==> src/rtl/tdm_pkg.sv <==
// Shared defaults, summer divide-select encodings and control FSM states
// for the TDM voice scheduler.
package tdm_pkg;

  localparam int NUM_VOICES_DEF = 4;
  localparam int VOICE_BITS_DEF = 2;
  localparam int NOTE_W_DEF     = 7;

  // Summer divide select: divide the mixed output by 1..4
  localparam logic [1:0] NORM_DIV1 = 2'd0;
  localparam logic [1:0] NORM_DIV2 = 2'd1;
  localparam logic [1:0] NORM_DIV3 = 2'd2;
  localparam logic [1:0] NORM_DIV4 = 2'd3;

  typedef enum logic [1:0] {
    ST_IDLE,
    ST_ALLOC,
    ST_REL,
    ST_ACK
  } ctrl_state_t;

endpackage

==> src/rtl/tdm_voice_alloc.sv <==
// Priority finders over the working voice table: lowest-index free voice
// and lowest-index enabled voice whose note tag matches.
module tdm_voice_alloc
  import tdm_pkg::*;
#(
  parameter int NUM_VOICES = NUM_VOICES_DEF,
  parameter int VOICE_BITS = VOICE_BITS_DEF,
  parameter int NOTE_W     = NOTE_W_DEF
) (
  input  logic [NUM_VOICES-1:0]             voice_en,
  input  logic [NUM_VOICES-1:0][NOTE_W-1:0] voice_note,
  input  logic [NOTE_W-1:0]                 match_note,
  output logic                              free_found,
  output logic [VOICE_BITS-1:0]             free_idx,
  output logic                              hit_found,
  output logic [VOICE_BITS-1:0]             hit_idx
);

  // First disabled voice and first enabled note match, lowest index wins
  always_comb begin
    free_found = 1'b0;
    free_idx   = '0;
    hit_found  = 1'b0;
    hit_idx    = '0;
    for (int unsigned i = 0; i < NUM_VOICES; i++) begin
      if (!free_found && !voice_en[i]) begin
        free_found = 1'b1;
        free_idx   = VOICE_BITS'(i);
      end
      if (!hit_found && voice_en[i] && (voice_note[i] == match_note)) begin
        hit_found = 1'b1;
        hit_idx   = VOICE_BITS'(i);
      end
    end
  end

endmodule

==> src/rtl/tdm_voice_scheduler.sv <==
// TDM voice scheduler: allocates/releases voices through a req/ack
// handshake and streams a per-frame snapshot of the voice table one
// slot per cycle.
module tdm_voice_scheduler
  import tdm_pkg::*;
#(
  parameter int NUM_VOICES = NUM_VOICES_DEF,
  parameter int VOICE_BITS = VOICE_BITS_DEF,
  parameter int NOTE_W     = NOTE_W_DEF
) (
  input  logic                  sys_clk,
  input  logic                  sys_rst_n,
  input  logic                  alloc_req,
  input  logic [NOTE_W-1:0]     alloc_note,
  output logic                  alloc_ack,
  output logic [VOICE_BITS-1:0] alloc_voice,
  output logic                  alloc_stolen,
  input  logic                  rel_req,
  input  logic [NOTE_W-1:0]     rel_note,
  output logic                  rel_ack,
  output logic                  rel_hit,
  output logic [VOICE_BITS-1:0] tdm_chan_num,
  output logic                  tdm_chan_en,
  output logic [NOTE_W-1:0]     tdm_chan_note,
  output logic                  frame_start,
  output logic [VOICE_BITS:0]   active_count,
  output logic [1:0]            norm_sel
);

  ctrl_state_t state_q, state_d;
  logic        is_rel_q, is_rel_d;

  logic [NUM_VOICES-1:0]             work_en, shadow_en;
  logic [NUM_VOICES-1:0][NOTE_W-1:0] work_note, shadow_note;
  logic [VOICE_BITS-1:0]             steal_q, slot_q, alloc_tgt;
  logic                              free_found, hit_found;
  logic [VOICE_BITS-1:0]             free_idx, hit_idx;
  logic [VOICE_BITS:0]               shadow_cnt, cnt_m1;
  logic [1:0]                        norm_d;
  logic                              slot_wrap;

  tdm_voice_alloc #(
    .NUM_VOICES (NUM_VOICES),
    .VOICE_BITS (VOICE_BITS),
    .NOTE_W     (NOTE_W)
  ) u_alloc (
    .voice_en   (work_en),
    .voice_note (work_note),
    .match_note (rel_note),
    .free_found (free_found),
    .free_idx   (free_idx),
    .hit_found  (hit_found),
    .hit_idx    (hit_idx)
  );

  assign alloc_tgt = free_found ? free_idx : steal_q;
  assign slot_wrap = (slot_q == VOICE_BITS'(NUM_VOICES - 1));

  // Control FSM state register
  always_ff @(posedge sys_clk or negedge sys_rst_n) begin
    if (!sys_rst_n) begin
      state_q  <= ST_IDLE;
      is_rel_q <= 1'b0;
    end else begin
      state_q  <= state_d;
      is_rel_q <= is_rel_d;
    end
  end

  // Next state and ack pulses; release has priority, ACK never re-accepts
  always_comb begin
    state_d   = state_q;
    is_rel_d  = is_rel_q;
    alloc_ack = 1'b0;
    rel_ack   = 1'b0;
    case (state_q)
      ST_IDLE: begin
        if (rel_req) begin
          state_d  = ST_REL;
          is_rel_d = 1'b1;
        end else if (alloc_req) begin
          state_d  = ST_ALLOC;
          is_rel_d = 1'b0;
        end
      end
      ST_ALLOC, ST_REL: state_d = ST_ACK;
      ST_ACK: begin
        state_d   = ST_IDLE;
        alloc_ack = !is_rel_q;
        rel_ack   = is_rel_q;
      end
      default: state_d = ST_IDLE;
    endcase
  end

  // Working voice table updates and handshake result registers
  always_ff @(posedge sys_clk or negedge sys_rst_n) begin
    if (!sys_rst_n) begin
      work_en      <= '0;
      work_note    <= '0;
      steal_q      <= '0;
      alloc_voice  <= '0;
      alloc_stolen <= 1'b0;
      rel_hit      <= 1'b0;
    end else begin
      case (state_q)
        ST_ALLOC: begin
          work_en[alloc_tgt]   <= 1'b1;
          work_note[alloc_tgt] <= alloc_note;
          alloc_voice          <= alloc_tgt;
          alloc_stolen         <= !free_found;
          steal_q              <= (steal_q == VOICE_BITS'(NUM_VOICES - 1)) ?
                                  '0 : steal_q + VOICE_BITS'(1);
        end
        ST_REL: begin
          rel_hit <= hit_found;
          if (hit_found) work_en[hit_idx] <= 1'b0;
        end
        default: ;
      endcase
    end
  end

  // Popcount of the frame snapshot and the matching divide select
  always_comb begin
    shadow_cnt = '0;
    for (int unsigned i = 0; i < NUM_VOICES; i++) begin
      shadow_cnt = shadow_cnt + (VOICE_BITS + 1)'(shadow_en[i]);
    end
    cnt_m1 = shadow_cnt - (VOICE_BITS + 1)'(1);
    if (shadow_cnt <= (VOICE_BITS + 1)'(1)) norm_d = NORM_DIV1;
    else if (cnt_m1 > (VOICE_BITS + 1)'(3)) norm_d = NORM_DIV4;
    else                                    norm_d = cnt_m1[1:0];
  end

  // Slot counter, frame shadow and registered TDM outputs. The outputs
  // lag the counter by one cycle, so the shadow captured on the wrap edge
  // surfaces together with frame_start and the new active_count.
  always_ff @(posedge sys_clk or negedge sys_rst_n) begin
    if (!sys_rst_n) begin
      slot_q        <= '0;
      shadow_en     <= '0;
      shadow_note   <= '0;
      tdm_chan_num  <= '0;
      tdm_chan_en   <= 1'b0;
      tdm_chan_note <= '0;
      frame_start   <= 1'b0;
      active_count  <= '0;
      norm_sel      <= '0;
    end else begin
      slot_q        <= slot_wrap ? '0 : slot_q + VOICE_BITS'(1);
      tdm_chan_num  <= slot_q;
      tdm_chan_en   <= shadow_en[slot_q];
      tdm_chan_note <= shadow_note[slot_q];
      frame_start   <= (slot_q == '0);
      if (slot_q == '0) begin
        active_count <= shadow_cnt;
        norm_sel     <= norm_d;
      end
      if (slot_wrap) begin
        shadow_en   <= work_en;
        shadow_note <= work_note;
      end
    end
  end

endmodule

==> config.mk <==
export PLATFORM = sky130hd
export DESIGN_NAME = tdm_voice_scheduler
export DESIGN_NICKNAME = d
export VERILOG_FILES = /design/src/rtl/tdm_pkg.sv /design/src/rtl/tdm_voice_alloc.sv /design/src/rtl/tdm_voice_scheduler.sv
export SDC_FILE = /design/constraint.sdc
export NUM_CORES = 1
export LEC_CHECK = 0
export CORE_MARGIN = 5
export CORE_UTILIZATION = 55
export CTS_CLUSTER_DIAMETER = 120
export CTS_CLUSTER_SIZE = 40
export DETAILED_ROUTE_END_ITERATION = 10
export PLACE_DENSITY = 0.77
export SYNTH_ARGS = -nofsm -noshare
export SYNTH_HDL_FRONTEND = slang
export SYNTH_HIERARCHICAL = 1
export SYNTH_SLANG_ARGS = --single-unit
==> constraint.sdc <==
create_clock -name sys_clk -period 3.5 [get_ports sys_clk]
set_input_delay 0.7 -clock sys_clk [delete_from_list [all_inputs] [get_ports sys_clk]]
set_output_delay 0.7 -clock sys_clk [all_outputs]
set_load 0.1 [all_outputs]
## After elaboration in Yosys (flattened, before gate mapping)

Cells that the tools add are included.

| word-level totals | value |
|---|---|
| flip-flop bits (word level) | 91 |
| bits of input ports | 18 |
| word-level logic and storage cells | 118 |

| cells by class | value |
|---|---|
| add/subtract/negate cells | 6 |
| order comparisons | 7 |
| equal/unequal tests | 11 |
| multiplexer cells | 39 |
| bitwise gates (word level) | 3 |
| reductions and logical operators | 29 |

Operators by type and width:

| operator | count |
|---|---|
| 28-bit bitwise mux | 1 |
| 7-bit == test | 4 |
| 2-bit 2-to-1 mux | 11 |
| 1-bit 2-to-1 mux | 17 |
| 7-bit binary-select mux with 2-bit select | 1 |
| 7-bit demux with 2-bit select | 1 |
| 7-bit 2-to-1 mux | 2 |
| 1-bit logical AND | 12 |
| 1-bit zero test | 10 |
| 2-bit by 3-bit less-than comparator with 1-bit output, second input constant | 3 |
| 2-bit == test, second input constant | 4 |
| 4-bit one-hot mux with 2 select lines | 1 |
| 2-bit one-hot mux with 3 select lines | 1 |
| 2-bit by 1-bit adder with 2-bit output, second input constant | 2 |
| 4-bit AND | 1 |
| 1-bit demux with 2-bit select | 2 |
| 2-bit by 1-bit >= comparator with 1-bit output, second input constant | 2 |
| 2-bit zero test | 2 |
| 4-bit 2-to-1 mux | 1 |
| 4-bit NOT | 1 |
| 4-bit OR | 1 |
| 2-bit AND reduction | 2 |
| 2-bit nonzero test | 2 |
| 2-bit by 1-bit adder with 3-bit output | 1 |
| other kinds (10) | 10 |

## Longest topological paths before layout

| depth | value |
|---|---|
| word-level depth | 23 |
| gate-level depth with buffers | 9 |

## Hierarchy

Netlist, hierarchy kept.

Modules (own cells, without submodules):

| module | instances | cells an instance | area each (µm²) | seq. area each (µm²) |
|---|---|---|---|---|
| tdm_voice_scheduler | 1 | 246 | 3871.2 | 2277.2 |
| tdm_voice_alloc | 1 | 52 | 377.9 | 0.0 |

## Worst setup path before layout

No wires, ideal clock.

| timing path | value |
|---|---|
| kind | reg-to-output |
| start point | reg state_q[0] |
| end point | out alloc_ack |
| data arrival time | 1.878 ns |
| path slack | 0.922 ns |
| stages on the path, launching flop included | 3 |
| path through | dfrtp_1 -> ha_1 -> nor2b_1 |

| between the ends | value |
|---|---|
| longest elaborated chain between the ends | 2 |

Ends and longest elaborated chain:

| item | line | text |
|---|---|---|
| start, declared | tdm_voice_scheduler.sv:30 | `ctrl_state_t state_q, state_d;` |
| start signal, assigned | tdm_voice_scheduler.sv:65 | `state_q <= state_d;` |
| 2-bit == test | tdm_voice_scheduler.sv:76 | `case (state_q)` |
| 1-bit 2-to-1 mux | tdm_voice_scheduler.sv:76 |  |
| end, declared | tdm_voice_scheduler.sv:15 | `output logic alloc_ack,` |

Every way passes these cells.

## Final worst setup path

| timing path | value |
|---|---|
| start point | reg rel_hit |
| end point | out rel_hit |

RTL lines:

| item | line | text |
|---|---|---|
| start, declared | tdm_voice_scheduler.sv:21 | `output logic rel_hit,` |
| start signal, assigned | tdm_voice_scheduler.sv:116 | `rel_hit <= hit_found;` |

No word-level cell between the ends.

==> reports/qor.txt <==
Post CTS Setup Buffer Count -> 0
Clk sink count -> 91
TritonCTS clock tree -> done
Number of H-tree branching levels -> 3
Most frequent standard cell in the layout excluding fill and tap cells -> dfrtp_1
Number of distinct standard cells referenced by the synthesized netlist -> 38
Sequential share of the synthesized area -> 53.59%
Simple-gate share of the synthesized area -> 5.595%
Largest vdd supply drop -> 0.0006569 V
Achievable clock frequency -> 0.3863 GHz
Synthesized net count -> 329
Final estimated routing congestion in global placement -> 0.7677
Post-Synthesis Mean Instance Area -> 14.26 sq um
Ratio of cells with drive above 1 in the final layout -> 28.20%
Cells traversed along the worst timing path -> clkdlybuf4s50_1
Aggregate global-route resource usage -> 17.71%
Number of enable-type register cells in the synthesized netlist -> 0
Arrival time worst endpoint -> 1890 ps
Filler cell count -> 575
Total wire length -> 7799 um
WP data required -> 2800 ps
Finish-stage setup viols -> 0
Commonest cells after routing, fill and taps aside -> 91 x dfrtp_1, 43 x mux2_2, 36 x clkdlybuf4s50_1
Worst setup skew after layout -> 6.007 ps
Number of buffers inserted for hold repair after clock tree synthesis -> 0
Fraction of registers with async set or reset after synthesis -> 100.0%
Post-synthesis share of cell area spent on xor and xnor gates -> 5.771%
Post-cts repair resize count -> 0
Biggest cell delay along the critical path -> 1140 ps
Largest delay share family, worst path -> buffers and inverters
Clock latency reported for the late side of the worst-skew pair -> 360 ps
Post-synthesis instance area -> 4249 sq um
First drt pass iteration count -> 4
Vias after detailed routing -> 2440
Net count of the finished layout -> 370
Worst setup SP type -> flip-flop
Total congestion overflow after global routing -> 0
Main combinational cell family by area after synthesis -> multiplexers
Area overhead of the layout relative to synthesis -> 15.69%
Complex-gate fraction of the synthesized area -> 3.946%
Diode count -> 0
Max-capacitance violation count -> 0
Num rows -> 32
Die area -> 9583 sq um
Ports -> 40
Final hold viol count -> 0
Fin crit share -> 73.95%
Buffers on Ports -> 39
Most used DFF post-synth -> dfrtp_1
Power Density -> 977.8 nW/um^2
Cell area after placement -> 4713 sq um
Mean routed wirelength per cell -> 17.49 um
Number of buffers created by CTS -> 9
Worst setup path category -> flip-flop to output pin
Height of the chip -> 97.90 um
Crit. End Element -> output pin
Post-route minimum period -> 2588 ps
Largest fanout of any net on the critical path -> 2
Setup repair after global routing missed its margin -> false
Actual transition at the worst max-transition pin -> 978.9 ps
Pre-CTS WS -> 713.0 ps
DRC violation count after routing -> 0
Flops & latches, synth -> 91
Headroom to the max-slew limit -> 34.54%
Maximum number of pins on one net before global-route repair -> 92
Final WS setup -> 911.6 ps
Detailed-placement wirelength estimate -> 5356 um
Finished layout cell area -> 4916 sq um
Initial antenna violation count -> 0
HP Class -> input port to async pin
Via count of the first global-routing pass -> 2541
Average vias per placed instance -> 5.471
DRC marker count from the first detailed-route iteration -> 105
Clk pin slew, worst setup/hold paths -> 90 ps
Worst reg2reg setup slack -> 1270 ps
Total negative setup slack -> 0 ps
Die X -> 97.90 um
Initial core utilization -> 55.86%
Count of buffering cells on the critical path with inverters included -> 1
Synthesized-area fraction occupied by adder cells -> 4.358%
Proportion of synthesized area in mux cells -> 23.76%
Number of nets still failing antenna checks after routing -> 0
Synthesized instance count -> 298
Outcome -> finished clean
Critical-path top delay cell -> clkdlybuf4s50_1
Number of warnings printed during yosys synthesis -> 6
Pins Over Slew Limit -> 0
Root buffer selected by CTS -> clkbuf_8
Leakage power of the design -> 2.098 nW
Wire length of the first global-routing pass -> 13220 um
CTS Buffer Depth -> 2
Standard cell core area -> 7607 sq um
logic make-up after synthesis:
group / after synthesis
flip-flops: 91
XOR/XNOR: 28
AND/OR/NAND/NOR: 43
buffers and inverters: 24
multiplexers: 75
AO/OA/AOI/OAI: 24
adder cells (fa/ha/maj): 13
final timing paths:
check,cells past startpoint,endpoint,startpoint
setup reg to reg,5,work_note[4],work_en[3]
min in group sys_clk,2,alloc_stolen,alloc_stolen
hold reg to reg,2,alloc_stolen,alloc_stolen
hold / removal,2,shadow_note[6],sys_rst_n
max in group asynchronous,2,steal_q[1],sys_rst_n
setup / recovery,1,rel_hit,rel_hit
layout make-up:
class	instances	area (sq um)	area share, %
Sequential cell	91	2277	46.32
Multi-Input combinational cell	183	1846	37.54
Timing Repair Buffer	42	417.9	8.501
Clock buffer	11	141.4	2.876
Tap cell	102	127.6	2.596
Clock inverter	5	61.31	1.247
Inverter	12	45.04	0.9163
flip-flops by register name (all words and copies together) (netlist names), 3 cells and up:
register and flops:
active_count 3, shadow_en 4, shadow_note 28, tdm_chan_note 7
work_en 4, work_note 28
stage by stage:
step                hold slack (ps)  std cells  total power, mW  utilization, %
floorplan                     374.9        298            3.594               -
global placement              483.1        430            4.037           61.96
detailed placement            484.3        430            4.109           61.96
CTS                           378.7        446            4.843           64.62
global route                  393.1        446            5.078           64.62
finish                        365.6        446            4.807           64.62
synthesized netlist by cell type (2+ instances only):
| cell | instances | area share (%) |
|---|---|---|
| nand2b_1 | 7 | 1.0 |
| mux4_2 | 8 | 4.2 |
| clkbuf_1 | 3 | 0.26 |
| inv_1 | 12 | 1.1 |
| a21oi_1 | 3 | 0.35 |
| o32a_1 | 2 | 0.47 |
| xor2_1 | 6 | 1.2 |
| mux2i_1 | 3 | 0.71 |
| nor2_1 | 10 | 0.88 |
| ha_1 | 10 | 2.9 |
| buf_2 | 4 | 0.47 |
| fa_1 | 3 | 1.4 |
| dfrtp_1 | 91 | 54 |
| o31ai_1 | 2 | 0.35 |
| xnor2_1 | 22 | 4.5 |
| nand2_1 | 9 | 0.79 |
| nand4_1 | 9 | 1.3 |
| o21ai_0 | 8 | 0.94 |
| a22o_1 | 2 | 0.41 |
| buf_6 | 4 | 1.1 |
| mux2_4 | 21 | 7.4 |
| mux2_2 | 43 | 11 |
per-layer routing:
metal	track usage [%]	vias up	part of all wire, %
li1	-	1128	-
met1	24.34	1266	47
met2	27.43	37	48
met3	3.643	9	3.6
met4	7.668	0	1.7
met5	0	-	0
report_power, final:
| group | internal, mW | switching [mW] |
|---|---|---|
| Sequential | 1.52 | 0.347 |
| Combinational | 0.926 | 1.28 |
| Clock | 0.352 | 0.379 |
| Total | 2.80 | 2.01 |
No activity file was read; power rests on OpenSTA's default activity.
